<file path="src/rtl/lfsr_disp_pkg.sv">
// LFSR hex display shared types and constants.
// Active-low 7-segment codes, bit0..6 = a..g, bit7 = dp.
package lfsr_disp_pkg;

  typedef logic [7:0] seg7_t;

  localparam seg7_t SEG_BLANK = 8'hFF;

  localparam seg7_t SEG7_LUT [16] = '{
    8'hC0, 8'hF9, 8'hA4, 8'hB0,
    8'h99, 8'h92, 8'h82, 8'hF8,
    8'h80, 8'h90, 8'h88, 8'h83,
    8'hC6, 8'hA1, 8'h86, 8'h8E
  };

endpackage

</file>
<file path="src/rtl/hex_to_seg7.sv">
// Hex nibble to active-low 7-segment pattern.
// Decimal point is always off.
module hex_to_seg7
  import lfsr_disp_pkg::*;
(
  input  logic [3:0] hex,
  output seg7_t      seg
);

  assign seg = SEG7_LUT[hex];

endmodule

</file>
<file path="src/rtl/lfsr_hex_display.sv">
// Fibonacci LFSR stepped by button edge or prescaled tick.
// Each state nibble drives one registered 7-segment digit.
module lfsr_hex_display
  import lfsr_disp_pkg::*;
#(
  parameter int          W     = 8,
  parameter logic [W-1:0] TAPS = W'('h1D),
  parameter logic [W-1:0] SEED = W'('h01),
  parameter int unsigned DIV   = 50_000_000,
  parameter int          CNT_W = 16
) (
  input  logic               clk,
  input  logic               rst_n,
  input  logic               load,
  input  logic [W-1:0]       din,
  input  logic               step_btn,
  input  logic               run,
  output logic [W-1:0]       dout,
  output logic [CNT_W-1:0]   step_cnt,
  output logic [8*(W/4)-1:0] segment_dis
);

  localparam int NDIG = W / 4;
  localparam int PW   = (DIV > 1) ? $clog2(DIV) : 1;

  if (W % 4 != 0) begin : g_bad_w
    $error("lfsr_hex_display: W must be a multiple of 4");
  end
  if (SEED == '0) begin : g_bad_seed
    $error("lfsr_hex_display: SEED must be nonzero");
  end
  if (DIV < 1) begin : g_bad_div
    $error("lfsr_hex_display: DIV must be >= 1");
  end

  logic          s1, s2, prev;
  logic          step_edge;
  logic [PW-1:0] pre;
  logic          tick;
  logic          fb;
  logic [8*NDIG-1:0] seg_w;

  assign step_edge = s2 & ~prev;
  assign tick      = run && (pre == PW'(DIV - 1));
  assign fb        = ^(dout & TAPS);

  // Button synchroniser plus previous-value flop for edge detect
  always_ff @(posedge clk or negedge rst_n) begin
    if (!rst_n) begin
      s1   <= 1'b0;
      s2   <= 1'b0;
      prev <= 1'b0;
    end else begin
      s1   <= step_btn;
      s2   <= s1;
      prev <= s2;
    end
  end

  // Free-run prescaler, parked at zero when idle or loading
  always_ff @(posedge clk or negedge rst_n) begin
    if (!rst_n) begin
      pre <= '0;
    end else if (load || !run) begin
      pre <= '0;
    end else if (tick) begin
      pre <= '0;
    end else begin
      pre <= pre + PW'(1);
    end
  end

  // LFSR state and shift counter; load beats any step source
  always_ff @(posedge clk or negedge rst_n) begin
    if (!rst_n) begin
      dout     <= SEED;
      step_cnt <= '0;
    end else if (load) begin
      dout     <= (din == '0) ? SEED : din;
      step_cnt <= '0;
    end else if (step_edge || tick) begin
      dout     <= {fb, dout[W-1:1]};
      step_cnt <= step_cnt + CNT_W'(1);
    end
  end

  for (genvar k = 0; k < NDIG; k++) begin : g_dig
    hex_to_seg7 u_seg (
      .hex (dout[4*k +: 4]),
      .seg (seg_w[8*k +: 8])
    );
  end

  // Registered segment outputs, blank while in reset
  always_ff @(posedge clk or negedge rst_n) begin
    if (!rst_n) begin
      segment_dis <= {NDIG{SEG_BLANK}};
    end else begin
      segment_dis <= seg_w;
    end
  end

endmodule

</file>
<file path="config.mk">
export PLATFORM = sky130hd
export DESIGN_NAME = lfsr_hex_display
export DESIGN_NICKNAME = d
export VERILOG_FILES = /design/src/rtl/lfsr_disp_pkg.sv /design/src/rtl/hex_to_seg7.sv /design/src/rtl/lfsr_hex_display.sv
export SDC_FILE = /design/constraint.sdc
export NUM_CORES = 1
export LEC_CHECK = 0
export BUFFER_PORTS_ARGS = -buffer_cell sky130_fd_sc_hd__buf_2
export CORE_MARGIN = 1.5
export CORE_UTILIZATION = 40
export DETAILED_ROUTE_END_ITERATION = 7
export PLACE_DENSITY_LB_ADDON = 0.1
export SYNTH_ARGS = -nofsm -noshare
export SYNTH_HDL_FRONTEND = slang
export SYNTH_SLANG_ARGS = --single-unit
</file>
<file path="constraint.sdc">
create_clock -name clk -period 4.43 [get_ports clk]
set_input_delay 0.2215 -clock clk [delete_from_list [all_inputs] [get_ports clk]]
set_output_delay 0.2215 -clock clk [all_outputs]
set_load 0.02 [all_outputs]
</file>
Word-level counts from Yosys, hierarchy flattened --
Memories as Yosys holds them, arrays and structs flattened. A register that Yosys moved wholly into a read port is not among the register bits. Index checks and enable logic that the tools add are counted.
Cells by class: equality and inequality tests 1, multipliers 0, add/subtract/negate cells 2, divide/modulo/power cells 0, bitwise gates (word level) 4, shifts and indexed selects 0, multiplexer cells 7, order comparisons 0, reduce and logical (&&, ||, !) cells 9
Operators with widths (number):
- 26-bit two-way mux | 2
- 16-bit two-way mux | 2
- 26-bit by 1-bit adder with 26-bit output, second input constant | 1
- 26-bit == test, second input constant | 1
- 8-bit two-way mux | 3
- 16-bit by 1-bit adder with 16-bit output, second input constant | 1
- 4-bit inverter with 5-bit output | 2
- 8-bit zero test | 1
- 8-bit XOR reduction | 1
- 1-bit zero test | 3
- 1-bit logical OR | 2
- 2-bit nonzero test | 1
- 1-bit AND | 1
- 1-bit logical AND | 1
- 1-bit inverter | 1
Storage, ports and cells: memories kept 2, latch bits 0, memory bits (writable) 0, bits in read-only memories 256, register bits after elaboration 53, word-level logic and storage cells 31, output and inout bits 40, input port bits 13
Memory list:
- (no name shown) | words 16, width 8, read ports 1, clocked after memory_dff 1, write ports 0, RTL line hex_to_seg7.sv:10 | assign seg = SEG7_LUT[hex];
- (no name shown) | words 16, width 8, read ports 1, clocked after memory_dff 1, write ports 0, RTL line hex_to_seg7.sv:10

Depth between registers and ports, before layout --
Gate-level depths: netlist of the first run.
depth after elaboration 5, mapped depth 7, gate-level depth less buffers 6

Modules after synthesis --
From an unflattened synthesis of the first run, not the netlist that was laid out.
Unflattened totals: cells, all modules 370, area total of the unflattened synthesis 3657.3 µm²
By module, submodules not included:
- lfsr_hex_display | seq. area each 1747.9 µm², area an instance 3085.5 µm², cells an instance 301, times used 1
- hex_to_seg7 (g_dig[1].u_seg) | seq. area each 0.0 µm², area an instance 286.5 µm², cells an instance 34, times used 1
- hex_to_seg7 (g_dig[0].u_seg) | seq. area each 0.0 µm², area an instance 285.3 µm², cells an instance 35, times used 1

Worst setup path before layout of the first run --
No wires, ideal clock.
path type register to register, start point reg pre[0], end point reg dout[7], setup slack 2.464 ns, buffers on the path 1, cell stages (with the launch flop) 7, required time 4.343 ns, arrival 1.879 ns, clock period less this slack 1.966 ns, library setup time 0.087 ns, cells stage by stage dfrtp_1 > ha_1 > nand3_1 > or4_1 > buf_2 > or4_1 > o211ai_1
On the way: cells in the longest elaborated chain, start to end 4
RTL lines:
- start: declaration | RTL line lfsr_hex_display.sv:38 | logic [PW-1:0] pre;
- start signal: assignment | RTL line lfsr_hex_display.sv:69 | pre <= pre + PW'(1);
- 26-bit == test | RTL line lfsr_hex_display.sv:44 | assign tick = run && (pre == PW'(DIV - 1));
- 1-bit logical AND | RTL line lfsr_hex_display.sv:44
- 1-bit logical OR | RTL line lfsr_hex_display.sv:81 | end else if (step_edge || tick) begin
- 2-bit nonzero test (no line)
- end signal: assignment | RTL line lfsr_hex_display.sv:79 | dout <= (din == '0) ? SEED : din;
- end signal: assignment | RTL line lfsr_hex_display.sv:82 | dout <= {fb, dout[W-1:1]};
- end: declaration | RTL line lfsr_hex_display.sv:18 | output logic [W-1:0] dout,
No other way between the ends. A chain may end at the register's enable or synchronous reset.

Worst setup path in the final report of the first run --
start point reg pre[0], end point reg pre[23]
On the way: cells in the longest elaborated chain, start to end 4, elaborated cells between the ends (all ways) 5, classes of those cells add/sub (1); eq/ne (1); mux (2); reduce/logical (1)
RTL lines:
- parallel branches: the longest is 2 deep, another holds 26-bit by 1-bit adder with 26-bit output
- 26-bit two-way mux (*) | RTL line lfsr_hex_display.sv:66 | end else if (tick) begin
- 26-bit two-way mux (*) | RTL line lfsr_hex_display.sv:64 | end else if (load || !run) begin
Every way passes the cells marked *.

==> qor.txt, run 1 <==
Outcome - finished, final reports clean
Worst setup margin - 1.547 ns
Post-DP HPWL - 6855 um
Slew Viols, Final - 0
Prevailing post-synth register cell - dfrtp_1
Post-synth EDFFs - 0
Overflow after GRT - 0
Crit path max-delay cell type - o21ai_2
Post-synthesis simple-gate area fraction - 0.2711
Area after DPL - 0.004478 mm2
Rows - 37
Clk_lat worst skew - 0.35 ns
Cells after Synth - 464
Number of global-route vias before repair - 3479
DRC violations left - 0
Initial antenna violation count - 0
Most common cell in the netlist - dfrtp_1
H-tree depth - 3
Max VDD drop - 0.1415 mV
Cells along the critical path - ha_1 > nand3_1 > or4_1 > o21ai_2 > o21ba_2
GRT Total Usage - 0.1965
Die W - 105.3 um
WS Path Type - flip-flop to flip-flop
# diodes - 0
Minimum clock period - 2.883 ns
Seq/Total Area, Yosys - 0.4050
Critical-path maximum fanout - 25
IO Pins - 53
Post-synth ARST share - 1.000
Xor and xnor area share after synthesis - 0.02929
Post-route cell area - 0.004773 mm2
CP Buf/Inv Count - 0
Inst Count DP - 616
Die Ht - 105.3 um
List of most frequent post-synthesis cells - dfrtp_1, nor2_1, nand3_1
HP Class - input pin to flip-flop
# port buffers - 50
DRT iter0 DRCs - 229
TritonCTS Buffers - 9
Largest family of logic cells by synthesized area - simple AND/OR/NAND/NOR gates
Final non-filler cell total - 634
Setup crit end kind - flip-flop
Final setup fails - 0
Post-synth cell types - 54
Die area - 0.01109 mm2
Yosys top cell by area - dfrtp_1
CTS Buffer Depth - 2
Critical path startpoint category - flip-flop
Area contributors post-synth - dfrtp_1, dfstp_2, ha_1
Peak Freq - 0.3469 GHz
CTS tree - yes
Clock transition at the registers of the reported paths - 0.08 ns
Slew @ Worst Pin - 1.064 ns
Place WS - 1.522 ns
RSZ-0062 raised after global routing - no
Number of synthesized register bits - 67
Detailed Routing Iterations Pass 1 - 5
Via count - 3715
Pleak - 0.001917 uW
Number of vias per cell - 5.860
Min Hold Slack - 0.1547 ns
Clk_skew - 0.01154 ns
Adder-cell share of the synthesized area - 0.04483
Routed WL per cell - 16.35 um
First-pass GRT wire length - 17540 um
Final setup TNS - 0 ns
Crit-path max cell delay - 0.94 ns
Syn Area/Cell - 9.023 um2
MaxCap Viol Count - 0
Starting Density - 0.4092
ANT nets after route - 0
Largest net degree at the start of global routing - 51
Layout cells sized above 1 - 0.1888
WL final - 10370 um
Mux contribution to synthesized area - 0.02809
Setup Buffers After CTS - 0
Synth warn - 0
Area grow syn2layout - 14.02%
Top cell type's share of synthesized area - 0.3108
Gp weighted congestion - 0.8226
Critical path's top delay family - compound AO/OA/AOI/OAI gates
Compound-Gate Fraction of Synth Area - 0.1766
Final Hold Fails - 0
Worst Path Required - 4.68 ns
Synth Cell Area - 0.004187 mm2
Core area - 0.01023 mm2
Rel. slew slack - 0.2908
Tcrit/Tclk final - 0.6508
Power per standard cell area - 339.2 mW/mm2
Crit path DAT - 3.14 ns
# clock sinks - 67
Root Buffer - clkbuf_8
Post-layout net count - 521
==> sequential cells by signal, indices dropped and copies added, names as in the netlist <==
signal,count
pre,26
step_cnt,16
segment_dis,14
dout,8
prev,1
s1,1
s2,1
==> repair_timing <==
item	in CTS	in global routing
endpoints found under the hold margin	19	0
setup endpoints to repair	0	0
hold buffers	2	0
resized for setup	0	0
==> path summary, 6_finish.rpt <==
path / slack [ns] / depth (start not counted) / from / end
hold / removal: 0.15 / 3 / din[2] / dout[2]
setup / recovery: 1.55 / 5 / pre[0] / pre[23]
setup reg to reg: 1.55 / 5 / pre[0] / pre[23]
min in group asynchronous: 0.46 / 2 / rst_n / pre[22]
hold reg to reg: 0.36 / 0 / s1 / s2
max in group asynchronous: 3.02 / 3 / rst_n / pre[14]
==> metal layers <==
layer | GRT usage | wire [um] | vias up
met5 | 0 | 0 | -
met4 | 0.05773 | 112 | 0
met3 | 0.04267 | 445 | 11
met2 | 0.2983 | 4653 | 91
met1 | 0.2808 | 5157 | 1798
li1 | - | - | 1815
==> report_power, final <==
group	switching, uW	leakage, uW	internal [uW]
clock network	243	0.000137	462
logic	135	0.000918	82.3
registers	34.4	0.000862	662
==> cell usage in the layout, fill, tap and decap left out, drive strengths merged, types with 11 or more instances in the layout <==
cell type / synthesis / routed
nand2b: 12 / 12
or4: 11 / 11
dfstp: 15 / 15
a21oi: 22 / 22
clkbuf: 28 / 12
nand2: 29 / 29
nand4: 26 / 26
nand3: 32 / 32
nor4: 11 / 11
nor2b: 11 / 11
buf: 10 / 53
nor2: 33 / 33
o21ai: 15 / 15
ha: 15 / 15
dfrtp: 52 / 52
==> worst min-delay path, stage by stage <==
cell and delay [ns]:
buf_2 0.09, a22oi_1 0.08, nand3_1 0.08
==> cells by family after synthesis <==
| family | Yosys count |
|---|---|
| adders and majority gates | 15 |
| muxes | 10 |
| xor gates and xnor gates | 14 |
| buffers and inverters | 46 |
| and+or+nand+nor | 205 |
| AOI/OAI and AO/OA | 106 |
| DFF | 67 |
| other | 1 |
==> layout make-up <==
| class | count | area, um2 |
|---|---|---|
| Clock inverter | 4 | 120.1 |
| Sequential cell | 67 | 1695 |
| Multi-Input combinational cell | 352 | 2310 |
| Inverter | 8 | 30.03 |
| Clock buffer | 12 | 155.1 |
| Fill cell | 985 | 5458 |
| Timing Repair Buffer | 55 | 292.8 |
| Tap cell | 136 | 170.2 |
==> metrics by stage <==
stage / util / total power, uW
2_1_floorplan: - / 855.5
3_3_place_gp: 0.4377 / 924.9
3_5_place_dp: 0.4377 / 926.6
4_1_cts: 0.4666 / 1637
5_1_grt: 0.4666 / 1692
6_report: 0.4666 / 1619
Power figures use the tool's default switching activity.
==> run 2: changes to the inputs <==
==> constraint.sdc (replaced) <==
create_clock -name clk -period 2.6 [get_ports clk]
set_input_delay 0.13 -clock clk [delete_from_list [all_inputs] [get_ports clk]]
set_output_delay 0.13 -clock clk [all_outputs]
set_load 0.02 [all_outputs]
==> run 2 against run 1 <==
Against the previous run:
- die area did not move
- clock power is 28% higher
- sequential power is 71% higher
- non-clock buffer count is 6 higher
- clock-buffer cell count rose by 2
- via count grew 1.4%
- utilization fell by 0.20 points
- register-to-register slack worse by 1.3 ns
- critical endpoint is now step_cnt[11]
==> qor.txt, run 2 (same netlist as run 1, synthesis figures left out) <==
Crit path DAT - 2.51 ns (-0.63 ns)
Initial antenna violation count - 0 (unchanged)
Detailed Routing Iterations Pass 1 - 4 (-1)
Critical Path Sink - step_cnt[11]
Crit-path max cell delay - 0.61 ns (-0.33 ns)
Overflow after GRT - 0 (unchanged)
Die W - 105.3 um (unchanged)
H-tree depth - 3 (unchanged)
CTS Buffer Depth - 2 (unchanged)
Max VDD drop - 0.2476 mV (+75%)
Power per standard cell area - 517.9 mW/mm2 (+53%)
R2r setup slk - 0.28 ns (-1.27 ns)
Inst Count DP - 622 (+0.97%)
Final setup TNS - 0 ns (unchanged)
Clk_lat worst skew - 0.34 ns (about the same)
Levels on crit path - 7 (+2)
DRT iter0 DRCs - 168 (-27%)
Rows - 37 (unchanged)
RSZ-0062 raised after global routing - no
Final non-filler cell total - 640 (+0.95%)
Starting Density - 0.4092 (unchanged)
Crit path from - pre[0]
Fillers - 992 (+0.71%)
Commonest non-fill, non-tap cell in the layout - dfrtp_1
# clock sinks - 67 (unchanged)
CP most frequent cell - buf_4
Post-DP HPWL - 7119 um (+3.8%)
Place WS - 0.2603 ns (-1.261 ns)
Rel. slew slack - 0.3957 (+0.1049)
Setup crit end kind - flip-flop
Post-route cell area - 0.004753 mm2 (-0.42%)
Largest net degree at the start of global routing - 51 (unchanged)
Footprint of the multi-input gates - 0.002310 mm2 (unchanged)
Root Buffer - clkbuf_8
Slew @ Worst Pin - 0.9064 ns (-0.1573 ns)
Reg-to-Reg End - step_cnt[11]
R2R depth - 7 (+2)
TritonCTS Buffers - 9 (unchanged)
Pleak - 0.001914 uW (-0.18%)
Seq. cell area - 0.001695 mm2 (unchanged)
MaxCap Viol Count - 0 (unchanged)
Minimum clock period - 2.320 ns (-0.5630 ns)
Routed WL per cell - 16.25 um (-0.62%)
Layout cells sized above 1 - 0.1944 (+0.005689)
Worst r2r src - pre[0]
WS Path Type - flip-flop to flip-flop
Worst Path Required - 2.79 ns (-1.89 ns)
Final Hold Fails - 0 (unchanged)
Slew Viols, Final - 0 (unchanged)
WL final - 10400 um (+0.32%)
IO Pins - 53 (unchanged)
Tcrit/Tclk final - 0.8923 (+0.2415)
Critical path startpoint category - flip-flop
Number of vias per cell - 5.886 (+0.45%)
Core area - 0.01023 mm2 (unchanged)
Worst setup margin - 0.2801 ns (-1.267 ns)
HP Class - input pin to flip-flop
Number of global-route vias before repair - 3517 (+1.1%)
CTS tree - yes
Area after DPL - 0.004536 mm2 (+1.3%)
Register with the most flip-flops - pre
Critical path's top delay family - simple AND/OR/NAND/NOR gates
Crit path max-delay cell type - or4_1
Cells along the critical path - ha_1 > nand3_1 > or4_1 > buf_4 > nor2_1 > buf_4 > o311ai_0
GRT Total Usage - 0.1997 (+0.003187)
Post-layout net count - 527 (+1.2%)
Peak Freq - 0.4311 GHz (+24%)
Final setup fails - 0 (unchanged)
ANT nets after route - 0 (unchanged)
Outcome - finished, final reports clean
Area grow syn2layout - 13.54%
Top Registers - pre (26), step_cnt (16), segment_dis (14)
Largest register FFs - 26 (unchanged)
Critical-path maximum fanout - 9 (-64%)
# diodes - 0 (unchanged)
Die area - 0.01109 mm2 (unchanged)
Via count - 3767 (+1.4%)
Clk_skew - 0.007055 ns (-0.004485 ns)
# port buffers - 50 (unchanged)
Clock transition at the registers of the reported paths - 0.07 ns (about the same)
Gp weighted congestion - 0.8128 (-1.2%)
CP Buf/Inv Count - 2 (+2)
DRC violations left - 0 (unchanged)
Highest-count cells in the layout ignoring fill and taps - dfrtp_1, buf_2, nor2_1
First-pass GRT wire length - 17880 um (+1.9%)
Die Ht - 105.3 um (unchanged)
Setup Buffers After CTS - 0 (unchanged)
## run 2: worst register-to-register path: stages (launching register included)
cell,delay (ns)
dfrtp_1,0.40
ha_1,0.31
nand3_1,0.16
or4_1,0.61
buf_4,0.24
nor2_1,0.10
buf_4,0.18
o311ai_0,0.16
## run 2: timing repair
| action | 4_1_cts | 5_1_grt |
|---|---|---|
| hold buffers | 2 | 0 |
| hold endpoints to repair | 33 | 0 |
| resized for setup | 0 | 0 |
## run 2: power by group
group | switching, uW | internal (uW)
clock | 403 | 496
sequential | 58.1 | 1130
combinational | 232 | 145
total | 692 | 1770
## run 2: how the worst min path moves through the flow
| stage | endpoint | from | cells after the start | slack [ns] |
|---|---|---|---|---|
| after global placement | s1 | step_btn | 1 | 0.24 |
| after floorplan | dout[1] | rst_n | 0 | -0.17 |
| final | dout[2] | din[2] | 3 | 0.06 |
| after detailed placement | s1 | step_btn | 1 | 0.24 |
| after global routing | dout[3] | din[3] | 3 | 0.07 |
| after CTS | dout[2] | din[2] | 3 | 0.05 |
## run 2: final cells by class
type	count	share of cell area
clock buffer	14	0.03422
clock inverter	2	0.007370
sequential	67	0.3567
inverter	8	0.006317
tap	136	0.03580
timing repair buffer	61	0.07370
multi-input combinational	352	0.4859
## run 2: layer usage
| layer | up-vias | track usage | part of all wire |
|---|---|---|---|
| met4 | 0 | 0.06751 | 0.017 |
| met1 | 1831 | 0.2836 | 0.49 |
| li1 | 1829 | - | - |
| met5 | - | 0 | 0 |
| met3 | 14 | 0.03401 | 0.040 |
| met2 | 93 | 0.3081 | 0.45 |
## run 2: metrics by stage
| stage | total power, uW | util | hold slack [ns] |
|---|---|---|---|
| 6_report | 2462 | 0.4646 | 0.06117 |
| 5_1_grt | 2583 | 0.4646 | 0.07350 |
| 4_1_cts | 2480 | 0.4646 | 0.05384 |
| 3_5_place_dp | 1585 | 0.4433 | 0.2393 |
| 3_3_place_gp | 1582 | 0.4433 | 0.2390 |
| 2_1_floorplan | 1458 | - | -0.1656 |
==> run 3: changes to the inputs <==
--- a/config.mk
+++ b/config.mk
@@ -9,7 +9,6 @@
 export CORE_MARGIN = 1.5
 export CORE_UTILIZATION = 40
 export DETAILED_ROUTE_END_ITERATION = 7
-export PLACE_DENSITY_LB_ADDON = 0.1
 export SYNTH_ARGS = -nofsm -noshare
 export SYNTH_HDL_FRONTEND = slang
 export SYNTH_SLANG_ARGS = --single-unit
==> run 3 against run 2 <==
Against the previous run:
- worst setup slack improved by 0.040 ns
- via count rose by 1.4%
- total power rose by 13%
- first-iteration DRC count rose by 51%
- sequential share of layout area fell by 0.56 points
- clock-buffer cell count fell by 5
- utilization rose by 0.75 points
- register-to-register slack improved by 0.04 ns
==> qor.txt, run 3 (same netlist as run 1, synthesis figures left out) <==
Critical path startpoint category - flip-flop
Routed WL per cell - 17.10 um (+5.2%)
R2r setup slk - 0.32 ns (+0.04 ns)
Crit path DAT - 2.53 ns (+0.02 ns)
Initial antenna violation count - 0 (unchanged)
Clk_lat worst skew - 0.37 ns (+0.03 ns)
Power share of the sequential group - 0.429 (-0.053)
Crit path max-delay cell type - or4_4
DRC violations left - 0 (unchanged)
Detailed Routing Iterations Pass 1 - 5 (+1)
RSZ-0062 raised after global routing - no
Critical-path maximum fanout - 19 (+10)
Slew Viols, Final - 0 (unchanged)
Switch share - 0.2730 (-0.008214)
Setup Buffers After CTS - 0 (unchanged)
CTS tree - yes
Worst r2r src - pre[0]
Post-route cell area - 0.004830 mm2 (+1.6%)
Slew @ Worst Pin - 0.9177 ns (+0.01128 ns)
DRT iter0 DRCs - 254 (+51%)
# clock sinks - 67 (unchanged)
Area after DPL - 0.004536 mm2 (unchanged)
Clock transition at the registers of the reported paths - 0.08 ns (about the same)
MaxCap Viol Count - 0 (unchanged)
Via count - 3819 (+1.4%)
Die Ht - 105.3 um (unchanged)
Outcome - finished, final reports clean
Tcrit/Tclk final - 0.8769 (-0.01537)
WL final - 10950 um (+5.2%)
Die W - 105.3 um (unchanged)
# diodes - 0 (unchanged)
H-tree depth - 3 (unchanged)
Pleak - 0.001950 uW (+1.9%)
Final setup TNS - 0 ns (unchanged)
Cells along the critical path - ha_1 > nand3_1 > or4_4 > o21ai_2 > buf_4 > nor2_1
Worst setup margin - 0.3201 ns (+0.03997 ns)
WS Path Type - flip-flop to flip-flop
Fillers - 992 (unchanged)
CTS Buffer Depth - 2 (unchanged)
Power per standard cell area - 574.5 mW/mm2 (+11%)
Rel. slew slack - 0.3882 (-0.007523)
Internal - 2017 uW (+14%)
Root Buffer - clkbuf_8
Post-layout net count - 527 (unchanged)
Sw Pwr - 757.4 uW (+9.4%)
Final non-filler cell total - 640 (unchanged)
Largest register FFs - 26 (unchanged)
Min Hold Slack - 0.02656 ns (-0.03460 ns)
Commonest non-fill, non-tap cell in the layout - dfrtp_1
Peak Freq - 0.4386 GHz (+1.8%)
Clock share of power - 0.435 (+0.070)
Rows - 37 (unchanged)
Area grow syn2layout - 15.36%
Die area - 0.01109 mm2 (unchanged)
ANT nets after route - 0 (unchanged)
Largest net degree at the start of global routing - 43 (-16%)
IO Pins - 53 (unchanged)
# port buffers - 50 (unchanged)
GRT Total Usage - 0.2076 (+0.007898)
Post-DP HPWL - 7394 um (+3.9%)
Top Registers - pre (26), step_cnt (16), segment_dis (14)
Worst Path Required - 2.85 ns (+0.06 ns)
Number of vias per cell - 5.967 (+1.4%)
TritonCTS Buffers - 9 (unchanged)
Starting Density - 0.4092 (unchanged)
Critical Path Sink - pre[8]
Minimum clock period - 2.280 ns (-0.03997 ns)
Final setup fails - 0 (unchanged)
Crit-path max cell delay - 0.54 ns (-0.07 ns)
Setup crit end kind - flip-flop
Layout cells sized above 1 - 0.2024 (+0.007937)
Max VDD drop - 0.4314 mV (+74%)
Place WS - 0.1850 ns (-0.07530 ns)
HP Class - input pin to flip-flop
Overflow after GRT - 0 (unchanged)
R2R depth - 6 (-1)
Highest-count cells in the layout ignoring fill and taps - dfrtp_1, buf_2, nor2_1
Inst Count DP - 622 (unchanged)
Core area - 0.01023 mm2 (unchanged)
Clk_skew - 0.01281 ns (+0.005757 ns)
Power share of the combinational group - 0.136 (-0.017)
Register with the most flip-flops - pre
Crit path from - pre[0]
Final Hold Fails - 0 (unchanged)
Reg-to-Reg End - pre[8]
Number of global-route vias before repair - 3601 (+2.4%)
Gp weighted congestion - 0.7944 (-2.3%)
First-pass GRT wire length - 18230 um (+2.0%)
[run 3: changes by cell type in the layout (fill, tap and decap cells not counted), moves of 2 or more]
cell,before,now
bufinv_16,1,4
clkbuf_1,3,0
inv_6,0,3
clkbuf_8,11,9
[run 3: worst min-delay path by stage]
stage	startpoint	to	slack, ns	cells after the start
after floorplan	rst_n	dout[1]	-0.17	0
after detailed placement	rst_n	dout[4]	0.21	1
after CTS	din[5]	dout[5]	0.01	3
after global routing	din[5]	dout[5]	0.02	3
final	din[5]	dout[5]	0.03	3
after global placement	rst_n	dout[5]	0.21	1
[run 3: timing repair]
item	4_1_cts	5_1_grt
hold buffers	2	0
setup endpoints to repair	0	1
resized for setup	0	1
endpoints found under the hold margin	23	0
[run 3: through the flow]
step / utilization / total power (uW)
3_3_place_gp: 0.4433 / 1583
6_report: 0.4721 / 2774
2_1_floorplan: - / 1458
4_1_cts: 0.4717 / 2812
3_5_place_dp: 0.4433 / 1591
5_1_grt: 0.4721 / 2898
[run 3: power by group through the flow]
stage          Clock (uW)  Sequential [uW]  Combinational [uW]
6_report             1210             1190                 377
5_1_grt              1280             1200                 417
4_1_cts              1240             1190                 381
3_5_place_dp            0             1210                 377
3_3_place_gp            0             1210                 374
2_1_floorplan           0             1260                 200
[run 3: worst max-delay path, delay by kind of cell, from the launching register on]
family / cells / cell delay (ns)
and+or+nand+nor: 3 / 0.79
DFF: 1 / 0.41
adders and majority gates: 1 / 0.31
AOI/OAI and AO/OA: 1 / 0.33
buffers and inverters: 1 / 0.31
[run 3: metal layers]
layer / wire length (um) / global-route usage / up-vias
met5: 0 / 0 / -
li1: - / - / 1833
met2: 5293 / 0.3343 / 114
met4: 172 / 0.07730 / 0
met1: 4831 / 0.2606 / 1857
met3: 647 / 0.06555 / 15
[run 3: final cells by class]
class | count | area, um2 | share of cell area
Clock buffer | 9 | 123.9 | 0.02565
Clock inverter | 7 | 146.4 | 0.03031
Inverter | 8 | 30.03 | 0.006218
Multi-Input combinational cell | 352 | 2313 | 0.4790
Sequential cell | 67 | 1695 | 0.3510
Tap cell | 136 | 170.2 | 0.03523
Timing Repair Buffer | 61 | 350.3 | 0.07254
